**config.mk**
```make
export PLATFORM = sky130hd
export DESIGN_NAME = mux_scan_sequencer
export DESIGN_NICKNAME = d
export VERILOG_FILES = /design/src/rtl/mux_scan_pkg.sv /design/src/rtl/sel_mux8.sv /design/src/rtl/mux_scan_sequencer.sv
export SDC_FILE = /design/constraint.sdc
export NUM_CORES = 1
export LEC_CHECK = 0
export ABC_AREA = 1
export ABC_CLOCK_PERIOD_IN_PS = 1200
export CAP_MARGIN = 20
export CORE_MARGIN = 3
export CORE_UTILIZATION = 30
export DETAILED_ROUTE_END_ITERATION = 10
export GPL_TIMING_DRIVEN = 0
export SLEW_MARGIN = 25
export SYNTH_ARGS = -nofsm -noshare
export SYNTH_HDL_FRONTEND = slang
export SYNTH_SLANG_ARGS = --single-unit
export TNS_END_PERCENT = 5
```
**constraint.sdc**
```tcl
create_clock -name clk -period 1.2 [get_ports clk]
set_input_delay 0.24 -clock clk [delete_from_list [all_inputs] [get_ports clk]]
set_output_delay 0.24 -clock clk [all_outputs]
set_load 0.02 [all_outputs]
```
**src/rtl/mux_scan_pkg.sv**
```systemverilog
// Shared types and sizing helpers for the mux scan sequencer.
package mux_scan_pkg;

    typedef enum logic [1:0] {
        IDLE   = 2'd0,
        SCAN   = 2'd1,
        PARITY = 2'd2
    } scan_state_e;

    localparam int SEL_W_DEFAULT  = 3;
    localparam int DATA_W_DEFAULT = 2 ** SEL_W_DEFAULT;

    function automatic int data_width(input int sel_w);
        return 2 ** sel_w;
    endfunction

    // Counter must hold 0..DWELL-1, sized generously to DWELL+1 codes.
    function automatic int dwell_cnt_width(input int dwell);
        return $clog2(dwell + 1);
    endfunction

endpackage

```
**src/rtl/sel_mux8.sv**
```systemverilog
// Combinational DATA_W:1 bit select feeding the serial output.
module sel_mux8
    import mux_scan_pkg::*;
#(
    parameter int SEL_W = SEL_W_DEFAULT
)(
    input  logic [data_width(SEL_W)-1:0] mux_in_i,
    input  logic [SEL_W-1:0]             sel_i,
    output logic                         bit_o
);

    assign bit_o = mux_in_i[sel_i];

endmodule

```
**src/rtl/mux_scan_sequencer.sv**
```systemverilog
// Captures a parallel word and walks the mux select LSB first, one beat per dwell period.
// Optional trailing even-parity beat when MUX_SCAN_PARITY_EN is defined.
module mux_scan_sequencer
    import mux_scan_pkg::*;
#(
    parameter int SEL_W = SEL_W_DEFAULT,
    parameter int DWELL = 1
)(
    input  logic                         clk,
    input  logic                         rst,
    input  logic [data_width(SEL_W)-1:0] in_data,
    input  logic                         in_valid,
    output logic                         in_ready,
    output logic [data_width(SEL_W)-1:0] mux_in,
    output logic [SEL_W-1:0]             sel,
    output logic                         ser_bit,
    output logic                         ser_valid,
    input  logic                         ser_ready,
    output logic                         ser_last,
    output logic                         busy
);

    localparam int                DATA_W   = data_width(SEL_W);
    localparam int                CNT_W    = dwell_cnt_width(DWELL);
    localparam logic [CNT_W-1:0]  DWELL_TC = CNT_W'(DWELL - 1);
    localparam logic [SEL_W-1:0]  SEL_LAST = SEL_W'(DATA_W - 1);

    scan_state_e       state_q, state_d;
    logic [DATA_W-1:0] mux_in_q, mux_in_d;
    logic [SEL_W-1:0]  sel_q, sel_d;
    logic [CNT_W-1:0]  dwell_q, dwell_d;
    logic              mux_bit;
    logic              offer;
    logic              beat_xfer;

    always_ff @(posedge clk) begin
        if (rst) begin
            state_q  <= IDLE;
            mux_in_q <= '0;
            sel_q    <= '0;
            dwell_q  <= '0;
        end else begin
            state_q  <= state_d;
            mux_in_q <= mux_in_d;
            sel_q    <= sel_d;
            dwell_q  <= dwell_d;
        end
    end

    assign offer     = (state_q != IDLE) && (dwell_q == DWELL_TC);
    assign beat_xfer = offer && ser_ready;

    always_comb begin
        state_d  = state_q;
        mux_in_d = mux_in_q;
        sel_d    = sel_q;
        dwell_d  = dwell_q;

        case (state_q)
            IDLE: begin
                if (in_valid) begin
                    mux_in_d = in_data;
                    sel_d    = '0;
                    dwell_d  = '0;
                    state_d  = SCAN;
                end
            end

            SCAN: begin
                if (beat_xfer) begin
                    dwell_d = '0;
                    if (sel_q == SEL_LAST) begin
`ifdef MUX_SCAN_PARITY_EN
                        state_d = PARITY;
`else
                        state_d = IDLE;
                        sel_d   = '0;
`endif
                    end else begin
                        sel_d = sel_q + SEL_W'(1);
                    end
                end else if (dwell_q != DWELL_TC) begin
                    dwell_d = dwell_q + CNT_W'(1);
                end
            end

            // Select is held at the last bit while the parity beat is offered.
            PARITY: begin
                if (beat_xfer) begin
                    dwell_d = '0;
                    sel_d   = '0;
                    state_d = IDLE;
                end else if (dwell_q != DWELL_TC) begin
                    dwell_d = dwell_q + CNT_W'(1);
                end
            end

            default: begin
                state_d = IDLE;
                sel_d   = '0;
                dwell_d = '0;
            end
        endcase
    end

    sel_mux8 #(
        .SEL_W (SEL_W)
    ) u_sel_mux (
        .mux_in_i (mux_in_q),
        .sel_i    (sel_q),
        .bit_o    (mux_bit)
    );

    assign in_ready  = (state_q == IDLE);
    assign busy      = (state_q != IDLE);
    assign mux_in    = mux_in_q;
    assign sel       = sel_q;
    assign ser_valid = offer;

`ifdef MUX_SCAN_PARITY_EN
    assign ser_bit  = (state_q == PARITY) ? ^mux_in_q : mux_bit;
    assign ser_last = offer && (state_q == PARITY);
`else
    assign ser_bit  = mux_bit;
    assign ser_last = offer && (sel_q == SEL_LAST);
`endif

endmodule

```
==> results of run 1 <==
==> power by group through the flow <==
stage,sequential [mW],combinational (mW),clock (mW)
final,0.443,0.279,0.238
after detailed placement,0.457,0.278,0
after global routing,0.449,0.307,0.262
after floorplan,0.489,0.114,0
after CTS,0.443,0.272,0.248
after global placement,0.457,0.276,0
==> logic make-up after synthesis <==
kind of cell,count (synthesis),synth area share (%)
adder cells (fa/ha/maj),2,4.255
AND/OR/NAND/NOR,29,21.06
flip-flops,12,40.85
AO/OA/AOI/OAI,21,20.43
buffers and inverters,18,13.41
==> layer usage <==
metal	vias up	track usage (%)	wire (µm)
met3	4	3.858	114
met2	27	19.13	669
met4	0	8.295	31
met1	264	15.30	664
li1	325	-	-
met5	-	0	0
==> stage by stage <==
step                      instances  instance area (µm²)  power [mW]
after global placement          134                892.1      0.7329
final                           140                969.7      0.9604
after detailed placement        134                892.1      0.7345
after floorplan                  82                590.6      0.6029
after global routing            140                969.7       1.018
after CTS                       140                944.7      0.9629
==> worst max-delay path: stages, from the launching register on <==
cell,delay [ps]
dfxtp_4,380
ha_4,170
ha_4,160
nand2_2,60
inv_2,30
buf_4,140
==> timing repair <==
item | 4_1_cts | 5_1_grt
gates cloned | 0 | 0
gates resized for setup | 42 | 16
buffers inserted | 3 | 0
setup endpoints to repair | 17 | 14
pin swaps | 1 | 3
==> cells in the mapped netlist, drive strengths merged <==
library cell | number | area [µm²]
nand2 | 24 | 100.1
nor2 | 1 | 3.750
inv | 16 | 60.06
dfxtp | 12 | 240.2
o21ai | 9 | 52.55
nand3 | 4 | 20.02
a21oi | 12 | 67.57
buf | 2 | 18.77
ha | 2 | 25.02
==> sequential cells by signal (all words and copies together) (netlist names) <==
name     cells
mux_in       8
sel          3
state_q      1
==> how the worst min path moves through the flow <==
stage | slack, ps | startpoint | endpoint
floorplan | 300 | rst | sel[1]
global placement | 460 | mux_in[2] | mux_in[2]
detailed placement | 460 | mux_in[0] | mux_in[0]
CTS | 470 | mux_in[0] | mux_in[0]
global route | 520 | mux_in[1] | mux_in[1]
finish | 470 | mux_in[1] | mux_in[1]
==> cell type report <==
type                            instances  area (µm²)  area share [%]
Multi-Input combinational cell         52       304.0           31.35
Buffer                                  2       18.77           1.935
Tap cell                               25       31.28           3.226
Timing Repair Buffer                   30       277.8           28.65
Sequential cell                        12       255.2           26.32
Clock buffer                            3       22.52           2.323
Inverter                               16       60.06           6.194
==> flow_summary_export.csv, run 1 <==
group,metric,value,unit
status,status,"finished, violations left",
status,violations,"setup timing",
sta,fin_crit,1433,ps
placed_design,place_ws,-470.9,ps
critical_path,worstPathMaxFanout,5,
floorplanning,fp.dieW,50.28,µm
hold_path,hold_depth,2,
sta,timing.fmax,697.7,MHz
finish,final_common_cell,"nand2_1",
clocking,cts_root_buf,"clkbuf_4",
critical_path,end_kind,"primary output",
grt,gr-total-overflow,0,
synthesis,seq_area_frac_synth,40.85,%
floorplanning,die_area,0.002528,mm²
detailed_routing,drtAntennaViolNets,0,
floorplanning,dieHeight,50.28,µm
placed_design,numPortBuffers,27,
grt,antenna_found_initial,0,
sta,max_slew_margin,78.91,%
finish,postLayoutCoreUtil,54.39,%
clocking,clk_latency,260,ps
clocking,cts_sinks,12,
power,clkPwrFrac,24.8,%
detailed_routing,drt_iter0_drc,10,
synthesis,syn_inst,82,
critical_path,reg2reg_depth,8,
power,ir_drop,0.5196,mV
sta,tightest_slew,316.1,ps
clocking,htree_levels,1,
power,pwr-share-comb,29.1,%
hold_path,hold_path.class,"reg -> reg",
critical_path,required,960,ps
synthesis,synth.distinct_cells,15,
synthesis,syn_nets,96,
grt,grt_usage,12.65,%
grt,grt_pass1_wl,2394,µm
detailed_routing,routedWlPerCell,10.57,µm
power,seq_power_share,46.2,%
sta,maxSlewViolCount,0,
sta,setup_viol,3,
finish,area_growth_syn_to_layout,64.89,%
run,maxCapViolations,0,
grt,grt_max_degree,11,
sta,period_share,119.4,%
sta,hold_viol_final,0,
finish,drive_above_1_share,30.43,%
placed_design,gp_congestion,0.7125,
power,switching_share,30.42,%
finish,final_cell_mix,"nand2_1, inv_1, clkdlybuf4s50_1",
critical_path,start_kind,"flip-flop",
sta,timing.setup.tns,-510.4,ps
critical_path,rrSetupSlack,-40,ps
critical_path,r2r_start,"sel[0]",
power,power_density,990.4,mW/mm²
critical_path,worstSetupPathType,"reg -> out",
synthesis,ys_ff_latch,12,
sta,whs,471.1,ps
clocking,cts_tree,"yes",
grt,grt_pass1_vias,555,
clocking,cts.clk_slew.worst_paths,70,ps
clocking,cts_buffers,3,
placed_design,dp_hpwl,1022,µm
power,switchingPower,0.2922,mW
finish,antenna_cells,0,
detailed_routing,wl,1480,µm
detailed_routing,firstDrtPassIters,4,
detailed_routing,vias_per_cell,4.429,
floorplanning,initial_core_util,32.98,%
critical_path,crit_arrival,1190,ps
floorplanning,core,0.001783,mm²
clocking,clockBufferDepth,2,
synthesis,synth_area,588.1,µm²
sta,rsz0062_at_grt,"true",
finish,nNetsFinal,131,
synthesis,yosysWarnings,0,
floorplanning,rows,15,
detailed_routing,vias,620,
synthesis,syn_area_per_cell,7.172,µm²
critical_path,crit_start,"sel[0]",
clocking,ctsHoldBuffers,0,
floorplanning,ios,28,
sta,final.setup_skew,2.948,ps
detailed_routing,drc,0,
power,p_int,0.6682,mW
finish,fillers,181,
sta,setup_slack,-233.3,ps
critical_path,r2r_end,"sel[0]",
power,p_leak,0.4397,nW
critical_path,crit_path_end,"ser_last",
(Power assumes the default switching activity.)
==> run 2: changes to the inputs <==
--- a/config.mk
+++ b/config.mk
@@ -11,7 +11,6 @@
 export CORE_MARGIN = 3
 export CORE_UTILIZATION = 30
 export DETAILED_ROUTE_END_ITERATION = 10
-export GPL_TIMING_DRIVEN = 0
 export SLEW_MARGIN = 25
 export SYNTH_ARGS = -nofsm -noshare
 export SYNTH_HDL_FRONTEND = slang
==> run 2 against run 1 <==
The run still ends with setup timing left. Sequential share of layout area shrank 3.4 points. Wire length grew 4.3%. Largest power group unchanged. Clock-buffer cell count grew 1. Via count grew 6.1%. Combinational power grew 19%.
==> flow_summary_export.csv, run 2 (synthesis gave the netlist of run 1 again) <==
group,metric,value,unit
clocking,cts_sinks,12,
finish,fillers,167,
detailed_routing,vias_per_cell,4.301,
clocking,cts_tree,"yes",
sta,fin_crit,1436,ps
sta,timing.setup.tns,-457.9,ps
detailed_routing,vias,658,
floorplanning,dieHeight,50.28,µm
detailed_routing,wl,1544,µm
finish,regArea,252.7,µm²
grt,grt_usage,11.96,%
grt,gr-total-overflow,0,
floorplanning,ios,28,
finish,multi_input_area,339.1,µm²
floorplanning,core,0.001783,mm²
grt,grt_pass1_wl,2339,µm
critical_path,r2r_end,"sel[0]",
floorplanning,rows,15,
hold_path,hold_path.class,"reg -> reg",
detailed_routing,drtAntennaViolNets,0,
power,clkPwrFrac,29.7,%
finish,nNetsFinal,143,
grt,grt_max_degree,18,
detailed_routing,drc,0,
critical_path,worstSetupPathType,"reg -> out",
finish,stdcell_area,0.001104,mm²
run,maxCapViolations,0,
power,pwr-share-comb,30.1,%
sta,hold_viol_final,0,
finish,fin_cells,153,
finish,drive_above_1_share,46.09,%
critical_path,required,960,ps
finish,antenna_cells,0,
critical_path,rrSetupSlack,-10,ps
critical_path,worstPathMaxFanout,4,
hold_path,hold_depth,2,
hold_path,hp-start,"mux_in[2]",
finish,final_common_cell,"buf_4",
critical_path,start_kind,"flip-flop",
placed_design,dpl.cell_count,148,
grt,antenna_found_initial,0,
placed_design,place_ws,-407.4,ps
finish,final_cell_mix,"buf_4, nand2_1, inv_1, clkdlybuf4s50_1, a21oi_1",
critical_path,crit_arrival,1200,ps
sta,final.setup_skew,2.200,ps
power,ir_drop,0.6438,mV
floorplanning,die_area,0.002528,mm²
detailed_routing,firstDrtPassIters,4,
clocking,cts_buffers,3,
placed_design,dp_hpwl,1109,µm
critical_path,r2r_start,"sel[0]",
power,switchingPower,0.3310,mW
clocking,htree_levels,1,
detailed_routing,routedWlPerCell,10.09,µm
status,status,"finished, violations left",
detailed_routing,drt_iter0_drc,3,
power,seq_power_share,40.2,%
floorplanning,fp.dieW,50.28,µm
placed_design,placed_cell_area,993.5,µm²
sta,setup_viol,3,
finish,largest_register_ffs,8,
sta,tightest_slew,206.7,ps
hold_path,hold_end,"mux_in[2]",
clocking,cts_root_buf,"clkbuf_4",
power,p_leak,0.5168,nW
placed_design,numPortBuffers,27,
power,power.total,1.104,mW
critical_path,reg2reg_depth,8,
clocking,clk_latency,270,ps
sta,timing.fmax,696.6,MHz
sta,maxSlewViolCount,0,
floorplanning,initial_core_util,32.98,%
clocking,clockBufferDepth,2,
status,violations,"setup timing",
sta,period_share,119.6,%
sta,rsz0062_at_grt,"true",
power,power_density,1001,mW/mm²
sta,setup_slack,-235.6,ps
placed_design,gp_congestion,0.7171,
power,p_int,0.7732,mW
critical_path,end_kind,"primary output",
grt,grt_pass1_vias,600,
power,switching_share,29.98,%
clocking,cts.clk_slew.worst_paths,80,ps
finish,area_growth_syn_to_layout,87.66,%
clocking,ctsHoldBuffers,0,
sta,max_slew_margin,86.27,%
-- run 2: changes by cell type in the layout (fill, tap and decap cells not counted), sizes merged --
cell	delta
buf	+16
clkdlybuf4s15	-2
dlygate4sd2	-1
-- run 2: cell type report --
cell class                      instances  share of cell area, %
Timing Repair Buffer                   44                  34.58
Multi-Input combinational cell         52                  30.73
Sequential cell                        12                  22.90
Inverter                               16                  5.669
Clock buffer                            4                  3.288
Tap cell                               25                  2.834
-- run 2: worst max-delay path, cell delays in order (launching register included) --
cell and delay (ps):
dfxtp_4 370, buf_6 130, nand2_2 60, nand3_2 60
nand2_1 60, nand2_1 50, nand2_1 60, buf_6 110
-- run 2: how the worst max path moves through the flow --
stage | from | to | slack (ps)
4_1_cts | sel[0] | ser_bit | -250
5_1_grt | sel[0] | ser_bit | -320
2_1_floorplan | sel[0] | ser_last | 20
3_3_place_gp | sel[0] | ser_last | -400
3_5_place_dp | sel[0] | ser_last | -410
6_report | sel[0] | ser_bit | -240
-- run 2: power by group through the flow --
stage                     Combinational (mW)  Sequential, mW  Clock [mW]
after global placement                 0.320           0.452           0
after detailed placement               0.320           0.453           0
after global routing                   0.362           0.449       0.358
after floorplan                        0.114           0.489           0
final                                  0.332           0.444       0.328
after CTS                              0.301           0.443       0.341
-- run 2: per-stage QoR --
step | util (%) | hold slack, ps
2_1_floorplan | - | 301.7
4_1_cts | 57.26 | 474.6
3_5_place_dp | 55.72 | 465.4
5_1_grt | 61.89 | 499.0
3_3_place_gp | 55.72 | 458.6
6_report | 61.89 | 473.3
-- run 2: per-layer routing --
metal	global-route usage, %	wire length, µm	vias up
met5	0	0	-
met4	5.530	15	0
met3	4.154	99	2
met2	18.91	717	23
met1	14.36	711	284
li1	-	-	349
-- run 2: timing repair --
item	in CTS	in global routing
buffers inserted	1	0
resized for setup	46	31
setup endpoints to repair	16	10
pin swaps	0	10
gates cloned	0	0
